### config.mk
export PLATFORM = sky130hd
export DESIGN_NAME = mcycle_seq
export DESIGN_NICKNAME = d
export VERILOG_FILES = /design/src/rtl/mcycle_pkg.sv /design/src/rtl/mcycle_iter_dp.sv /design/src/rtl/mcycle_seq.sv
export SDC_FILE = /design/constraint.sdc
export NUM_CORES = 1
export LEC_CHECK = 0
export ABC_CLOCK_PERIOD_IN_PS = 3800
export CORE_MARGIN = 4
export CORE_UTILIZATION = 55
export DETAILED_ROUTE_END_ITERATION = 10
export PLACE_DENSITY = 0.78
export SYNTH_ARGS = -nofsm -noshare
export SYNTH_HDL_FRONTEND = slang
export SYNTH_SLANG_ARGS = --single-unit
### constraint.sdc
create_clock -name CLK -period 3.8 [get_ports CLK]
set_input_delay 1.14 -clock CLK [delete_from_list [all_inputs] [get_ports CLK]]
set_output_delay 1.14 -clock CLK [all_outputs]
set_load 0.02 [all_outputs]
### src/rtl/mcycle_pkg.sv
// Shared encodings, FSM state type and default width for the multi-cycle mul/div unit.
package mcycle_pkg;

  localparam int DEFAULT_WIDTH = 32;

  localparam logic OP_MUL    = 1'b0;
  localparam logic OP_DIV    = 1'b1;
  localparam int   OP_SIGNED = 1;

  typedef enum logic [1:0] {
    IDLE      = 2'd0,
    COMPUTING = 2'd1,
    DONE      = 2'd2
  } state_t;

endpackage

### src/rtl/mcycle_iter_dp.sv
// One shift-add (MUL) or restoring shift-subtract (DIV) step over the {hi,lo} pair.
module mcycle_iter_dp
  import mcycle_pkg::*;
#(
  parameter int WIDTH = DEFAULT_WIDTH
) (
  input  logic             op,
  input  logic [WIDTH-1:0] hi,
  input  logic [WIDTH-1:0] lo,
  input  logic [WIDTH-1:0] opnd,
  output logic [WIDTH-1:0] hi_nxt,
  output logic [WIDTH-1:0] lo_nxt
);

  logic [WIDTH:0]   mul_sum;
  logic [WIDTH:0]   rem_sh;
  logic [WIDTH-1:0] rem_diff;
  logic             rem_ge;

  always_comb begin
    mul_sum = {1'b0, hi};
    if (lo[0]) mul_sum = {1'b0, hi} + {1'b0, opnd};

    // Remainder stays below the divisor, so the true difference always fits WIDTH bits
    rem_sh   = {hi, lo[WIDTH-1]};
    rem_ge   = (rem_sh >= {1'b0, opnd});
    rem_diff = rem_sh[WIDTH-1:0] - opnd;

    if (op == OP_MUL) begin
      hi_nxt = mul_sum[WIDTH:1];
      lo_nxt = {mul_sum[0], lo[WIDTH-1:1]};
    end else begin
      hi_nxt = rem_ge ? rem_diff : rem_sh[WIDTH-1:0];
      lo_nxt = {lo[WIDTH-2:0], rem_ge};
    end
  end

endmodule

### src/rtl/mcycle_seq.sv
// Iterative multiply/divide sequencer: WIDTH iterations per op, Busy stalls the pipe.
// Optional signed mode enabled by defining MCYCLE_SIGNED_EN.
//
// state     | meaning
// IDLE      | waiting for Start
// COMPUTING | one datapath iteration per cycle, count 0..WIDTH-1
// DONE      | results just captured, Done pulse; Start here chains a new op
module mcycle_seq
  import mcycle_pkg::*;
#(
  parameter int WIDTH = DEFAULT_WIDTH
) (
  input  logic             CLK,
  input  logic             RESETn,
  input  logic             Start,
  input  logic [1:0]       MCycleOp,
  input  logic [WIDTH-1:0] Operand1,
  input  logic [WIDTH-1:0] Operand2,
  output logic [WIDTH-1:0] Result1,
  output logic [WIDTH-1:0] Result2,
  output logic             Busy,
  output logic             Done
);

  localparam int CW = (WIDTH > 1) ? $clog2(WIDTH) : 1;

  state_t           state;
  logic [CW-1:0]    count;
  logic [WIDTH-1:0] hi, lo, opnd;
  logic [WIDTH-1:0] hi_nxt, lo_nxt;
  logic [WIDTH-1:0] mag1, mag2;
  logic [WIDTH-1:0] res1, res2;
  logic             op_div;
  logic             accept, last;

  assign accept = Start && (state != COMPUTING);
  assign last   = (state == COMPUTING) && (count == CW'(WIDTH - 1));
  assign Busy   = accept || (state == COMPUTING);

  mcycle_iter_dp #(.WIDTH(WIDTH)) u_iter_dp (
    .op     (op_div),
    .hi     (hi),
    .lo     (lo),
    .opnd   (opnd),
    .hi_nxt (hi_nxt),
    .lo_nxt (lo_nxt)
  );

`ifdef MCYCLE_SIGNED_EN
  logic sign1, sign2;
  logic neg_q, neg_r, div0;

  assign sign1 = MCycleOp[OP_SIGNED] & Operand1[WIDTH-1];
  assign sign2 = MCycleOp[OP_SIGNED] & Operand2[WIDTH-1];
  assign mag1  = sign1 ? -Operand1 : Operand1;
  assign mag2  = sign2 ? -Operand2 : Operand2;

  // Sign fix-up sits in front of the result registers, so it costs no extra cycle
  always_comb begin
    res1 = lo_nxt;
    res2 = hi_nxt;
    if (neg_q) begin
      if (!op_div)    {res2, res1} = -{hi_nxt, lo_nxt};
      else if (!div0) res1 = -lo_nxt;
    end
    if (op_div && neg_r) res2 = -hi_nxt;
  end

  always_ff @(posedge CLK or negedge RESETn) begin
    if (!RESETn) begin
      neg_q <= 1'b0;
      neg_r <= 1'b0;
      div0  <= 1'b0;
    end else if (accept) begin
      neg_q <= sign1 ^ sign2;
      neg_r <= sign1;
      div0  <= (Operand2 == '0);
    end
  end
`else
  logic unused_signed;

  assign unused_signed = MCycleOp[OP_SIGNED];
  assign mag1          = Operand1;
  assign mag2          = Operand2;
  assign res1          = lo_nxt;
  assign res2          = hi_nxt;
`endif

  always_ff @(posedge CLK or negedge RESETn) begin
    if (!RESETn) begin
      state   <= IDLE;
      count   <= '0;
      hi      <= '0;
      lo      <= '0;
      opnd    <= '0;
      op_div  <= 1'b0;
      Result1 <= '0;
      Result2 <= '0;
      Done    <= 1'b0;
    end else begin
      Done <= 1'b0;
      case (state)
        IDLE, DONE: begin
          if (accept) begin
            op_div <= MCycleOp[0];
            count  <= '0;
            hi     <= '0;
            // MUL shifts the multiplier through lo; DIV shifts the dividend out of lo
            lo     <= (MCycleOp[0] == OP_DIV) ? mag1 : mag2;
            opnd   <= (MCycleOp[0] == OP_DIV) ? mag2 : mag1;
            state  <= COMPUTING;
          end else begin
            state <= IDLE;
          end
        end
        COMPUTING: begin
          hi    <= hi_nxt;
          lo    <= lo_nxt;
          count <= count + CW'(1);
          if (last) begin
            Result1 <= res1;
            Result2 <= res2;
            Done    <= 1'b1;
            state   <= DONE;
          end
        end
        default: state <= IDLE;
      endcase
    end
  end

endmodule
# ---- After elaboration in Yosys (flattened, before gate mapping)
# Index checks and enable logic that the tools add are counted.
dict set report word_totals {
  inputBits 69
  word_cells 45
  output_inout_bits 66
  register_bits 169
}
dict set report classes {
  addsub 3
  n_lt_le_gt_ge 1
  n_reduce_logical 9
  eq_ne 6
  muxes 17
}
# op n
set op_table {}
lappend op_table {{$mux W32} 7}
lappend op_table {{$pmux W32 S2} 2}
lappend op_table {{$add A32 B32 Y33} 1}
lappend op_table {{$ge A33 B32 Y1} 1}
lappend op_table {{$mux W33} 1}
lappend op_table {{$sub A32 B32 Y32} 1}
lappend op_table {{$pmux W5 S2} 1}
lappend op_table {{$reduce_and A2 Y1} 3}
lappend op_table {{$add A5 B1 Y5 const B} 1}
lappend op_table {{$eq A5 B5 Y1 const B} 1}
lappend op_table {{$mux W5} 1}
lappend op_table {{$ne A2 B2 Y1 const B} 2}
lappend op_table {{$pmux W2 S2} 1}
lappend op_table {{$mux W1} 3}
lappend op_table {{$eq A2 B1 Y1 const B} 1}
lappend op_table {{$eq A2 B2 Y1 const B} 1}
lappend op_table {{$logic_and A1 B1 Y1} 2}
lappend op_table {{$logic_not A2 Y1} 1}
lappend op_table {{$mux W2} 1}
lappend op_table {{$ne A2 B1 Y1 const B} 1}
lappend op_table {{$reduce_bool A2 Y1} 1}
lappend op_table {{$reduce_or A2 Y1} 1}
lappend op_table {{$logic_or A1 B1 Y1} 1}

# ---- Longest topological paths before layout
dict set report depth {
  depth_word 4
  depth_mapped 14
  ltp_nobuf 12
}

# ---- Hierarchy
# From an unflattened synthesis, not the netlist that was laid out.
dict set report hier_totals {
  hier_cells 1256
  hier_area_um2 12195.4
}
# module n_inst cells_each area_each_um2 seq_area_each_um2
set by_module_without_submodules {}
lappend by_module_without_submodules {mcycle_seq 1 523 7183.1 4229.1}
lappend by_module_without_submodules {mcycle_iter_dp 1 733 5012.3 0.0}

# ---- Least setup slack after synthesis
# No wires, ideal clock.
dict set report synth_path {
  path_kind {reg-to-reg}
  start {register hi[2]}
  end {register Result2[26]}
  stages_incl_launch_ff 12
  slack_ps 1084
  arrival_time_ps 2592
  setup_time_ps 125
  required_time_ps 3675
  synth_period_minus_slack_ps 2716
  path_buffers 1
  path_cell_list {dfrtp_1 -> ha_1 -> a21o_1 -> a21oi_1 -> a21oi_2 -> nor4_4 -> nor2_2 -> a211o_2 -> buf_2 -> o41ai_1 -> a2bb2oi_1 -> mux2_2}
}
dict set report synth_via {
  elab_chain_len 3
  elab_cells_between_ends 6
  cone_classes {add/sub: 2; order compare: 1; mux: 3}
}
# item line
set synth_rtl {}
lappend synth_rtl {{start, declared} mcycle_seq.sv:29} ;# logic [WIDTH-1:0] hi, lo, opnd;
lappend synth_rtl {{start signal, assigned} mcycle_seq.sv:118} ;# hi <= hi_nxt;
lappend synth_rtl {{$add A32 B32 Y33, or another cell as far along} mcycle_iter_dp.sv:22} ;# if (lo[0]) mul_sum = {1'b0, hi} + {1'b0, opnd};
lappend synth_rtl {{$mux W33 / $mux W32 (equally long branches)} {mcycle_iter_dp.sv:22, mcycle_iter_dp.sv:33}}
lappend synth_rtl {{$mux W32 (*)} mcycle_iter_dp.sv:29} ;# if (op == OP_MUL) begin
lappend synth_rtl {{end signal, assigned} mcycle_seq.sv:123} ;# Result2 <= res2;
lappend synth_rtl {{end, declared} mcycle_seq.sv:20} ;# output logic [WIDTH-1:0] Result2,
# Every way passes the cells marked *; elsewhere a longest branch is shown, timed or not.
# A chain may end at the register's enable or synchronous reset.

# ---- Worst setup path after layout
dict set report layout_path {
  start {input Start}
  end {output Busy}
}
dict set report layout_via {
  elab_chain_len 2
}
# item line
set layout_rtl {}
lappend layout_rtl {{start, declared} mcycle_seq.sv:15} ;# input logic Start,
lappend layout_rtl {{$logic_and A1 B1 Y1} mcycle_seq.sv:36} ;# assign accept = Start && (state != COMPUTING);
lappend layout_rtl {{$logic_or A1 B1 Y1} mcycle_seq.sv:38} ;# assign Busy = accept || (state == COMPUTING);
lappend layout_rtl {{end, declared} mcycle_seq.sv:21} ;# output logic Busy,
# No other way between the ends.

==> impl_summary.log <==
INFO  metric post_synth_xor_area_fraction = 0.0302
INFO  metric hold_buffers = 0
INFO  metric holdCritStartpoint = Result2[1]
INFO  metric wire_length_the_detailed_router_placed_on_met1 = 15600 um
INFO  metric area.growth.synth_to_final = 18.3%
INFO  metric hold_viol = 0
INFO  metric first_global_vias = 10300
INFO  metric cts_setup_buffers = 0
INFO  metric worst-endpoint-required = 2.66 ns
INFO  metric synth_cell_type_count = 76
INFO  metric layout.filler_cells = 1728
INFO  metric detailedRoute.firstPassIterationCount = 5
INFO  metric grt_remaining_overflow = 0
INFO  metric via_per_inst = 6.14
INFO  metric yosysTopAreaCell = sky130_fd_sc_hd__dfrtp_1
INFO  metric drv.max_cap_violation_count = 0
INFO  metric library_cell_with_the_highest_instance_count_after_synthesis = sky130_fd_sc_hd__nand2_1
INFO  metric critical_path.reg2reg.startpoint = opnd[21]
INFO  metric cts_sinks = 169
INFO  metric setup-tns-final = 0 ns
INFO  metric setup.worst_path.class = input pin to output port
INFO  metric setup.worst_path.end_class = output port
INFO  metric fin_ws = 0.347 ns
INFO  metric critical_path.startpoint_type = input pin
INFO  metric insertion_delay = 0.44 ns
INFO  metric pre_cts_slack = 0.345 ns
INFO  metric ys_async_sr_fraction = 1.00
INFO  metric synthTopCellsByArea = sky130_fd_sc_hd__dfrtp_1 (36%), sky130_fd_sc_hd__mux2i_1 (8.7%), sky130_fd_sc_hd__ha_1 (7.0%)
INFO  metric die_h = 155 um
INFO  metric register_area = 4230 um2
INFO  metric synth.yosys.seq_area_share = 0.356
INFO  metric multiplexer_area_fraction_after_synthesis = 0.104
INFO  metric num_io_pins = 135
INFO  metric yosysWarningCount = 0
INFO  metric status = finished clean
INFO  metric grt_antenna_before_repair = 0
INFO  metric drive_gt1_frac = 0.0657
INFO  metric aggregate_global_route_resource_usage = 0.276
INFO  metric die_area = 24000 um2
INFO  metric maximum_number_of_pins_on_one_net_before_global_route_repair = 94
INFO  metric finalWirelength = 33300 um
INFO  metric ctsRootBufferMaster = sky130_fd_sc_hd__clkbuf_16
INFO  metric synth_nets = 1507
INFO  metric final_core_util = 0.665
INFO  metric final_period_utilization = 0.909
INFO  metric die_width = 155 um
INFO  metric via_count = 10800
INFO  metric ys.flop_type = sky130_fd_sc_hd__dfrtp_1
INFO  metric fin_nets = 1601
INFO  metric cts-resized-gates = 0
INFO  metric timing.critical_path.from = Start
INFO  metric worstPathMaxFanout = 2
INFO  metric synth_commonest_cells = sky130_fd_sc_hd__nand2_1 (177), sky130_fd_sc_hd__dfrtp_1 (169), sky130_fd_sc_hd__o21ai_0 (158), sky130_fd_sc_hd__a21oi_1 (103), sky130_fd_sc_hd__mux2i_1 (103)
INFO  metric tritoncts = yes
INFO  metric dominant_combinational_cell_family_by_area_after_synthesis = compound AO/OA/AOI/OAI gates
INFO  metric finish.cell_count_without_fillers = 1752
INFO  metric setup_viol = 0
INFO  metric cell_count_after_placement = 1720
INFO  metric gp_routability_congestion = 0.925
INFO  metric measured_slew_at_the_worst_slew_check_pin = 0.970 ns
INFO  metric numPortBuffers = 133
INFO  metric route.antenna.remaining_nets = 0
INFO  metric synthesis.instances = 1370
INFO  metric placeableCoreArea = 21200 um2
INFO  metric detail_route.iter0.violations = 937
INFO  metric maxUsedRoutingLayer = met4
INFO  metric rows = 53
INFO  metric hpwl = 23900 um
INFO  metric synth_area_per_cell = 8.67 um2
INFO  metric initial_utilization = 0.562
INFO  metric route.detailed.wl_per_inst = 19.0 um
INFO  metric synthDominantCellAreaShare = 0.356
INFO  metric cts_buffer_depth = 2
INFO  metric detail_route.drc_violations = 0
INFO  metric multi_input_area = 7140 um2
INFO  metric slew_headroom = 0.353
INFO  metric htreeDepth = 4
INFO  metric achievable-frequency = 290 MHz
INFO  metric synth_seq_cells = 169
INFO  metric crit_arrival = 2.31 ns
INFO  metric synthAdderAreaFrac = 0.0729
INFO  metric clock_pin_transition_on_the_worst_setup_and_hold_timing_paths = 0.07 ns
INFO  metric insertedDiodeCount = 0
INFO  metric clock-skew-final = 0.0156 ns
INFO  metric synth_area = 11900 um2
INFO  metric yosys.area_share.simple = 0.151
INFO  metric grt_first_pass_wirelength = 54100 um
INFO  metric finalWorstPathRequiredPeriod = 3.45 ns
INFO  metric number_of_flops_mapped_to_enable_cells_by_yosys = 0
INFO  metric cts-buffers-inserted = 17
INFO  metric report.final.slew_viol_count = 0
INFO  metric detailroute.wirelength.met2 = 14500 um
INFO  metric synth_compound_gate_area_share = 0.241
INFO  metric setup_repair_after_global_routing_missed_its_margin = false
INFO  metric wl_met3 = 2580 um
INFO  metric min_path_type = register to register
## per-layer routing
| metal | vias up | global-route usage |
|---|---|---|
| li1 | 5163 | - |
| met1 | 5139 | 0.424 |
| met2 | 418 | 0.410 |
| met3 | 41 | 0.0423 |
| met4 | 0 | 0.0669 |
| met5 | - | 0 |
## sequential cells by signal, indices dropped and copies added (netlist names)
name     count
count        5
opnd        32
lo          32
Result1     32
op_div       1
hi          32
state        2
Result2     32
Done         1
## worst paths after layout
kind	endpoint	slack (ns)	cells after the start
max	Busy	0.35	3
min	Result2[1]	0.48	2
max reg2reg	hi[12]	0.37	12
min reg2reg	Result2[1]	0.48	2
max in group asynchronous	hi[20]	2.36	2
min in group asynchronous	hi[7]	0.65	1
## per-stage QoR
stage / instance area [um2] / hold slack, ns
finish: 14100 / 0.483
global route: 14100 / 0.510
CTS: 14100 / 0.487
detailed placement: 13500 / 0.470
global placement: 13500 / 0.464
floorplan: 11900 / 0.449
## layout by cell type, fill, tap and decap left out, drive strengths merged, types with 24 or more instances in the layout
master,instances
a211oi,28
a21oi,105
a31oi,26
buf,26
clkdlybuf4s50,131
dfrtp,169
ha,66
inv,56
mux2i,103
nand2,177
nor2,74
nor2b,24
o21ai,166
## worst max-delay path, cell delays in order
cell and delay, ns:
sky130_fd_sc_hd__clkdlybuf4s50_1 0.47, sky130_fd_sc_hd__nand2b_1 0.10, sky130_fd_sc_hd__clkdlybuf4s50_1 0.60
## cell families (layout without fill, tap and decap cells)
kind of cell             count (synthesis)  in the layout
buffers and inverters                  132            239
multiplexers                           121            121
XOR/XNOR                                41             41
AND/OR/NAND/NOR                        383            383
AO/OA/AOI/OAI                          456            456
flip-flops                             169            169
adder cells (fa/ha/maj)                 68             68
## final cells by class
cell class,instances,area share
Sequential cell,169,0.301
Timing Repair Buffer,157,0.110
Clock inverter,14,0.0125
Clock buffer,18,0.0305
Multi-Input combinational cell,1069,0.508
Inverter,50,0.0134
Tap cell,275,0.0245
Power is left out: the tool's default activity adds up to more than one toggle a clock period on the data nets, which glitch-free logic cannot reach.
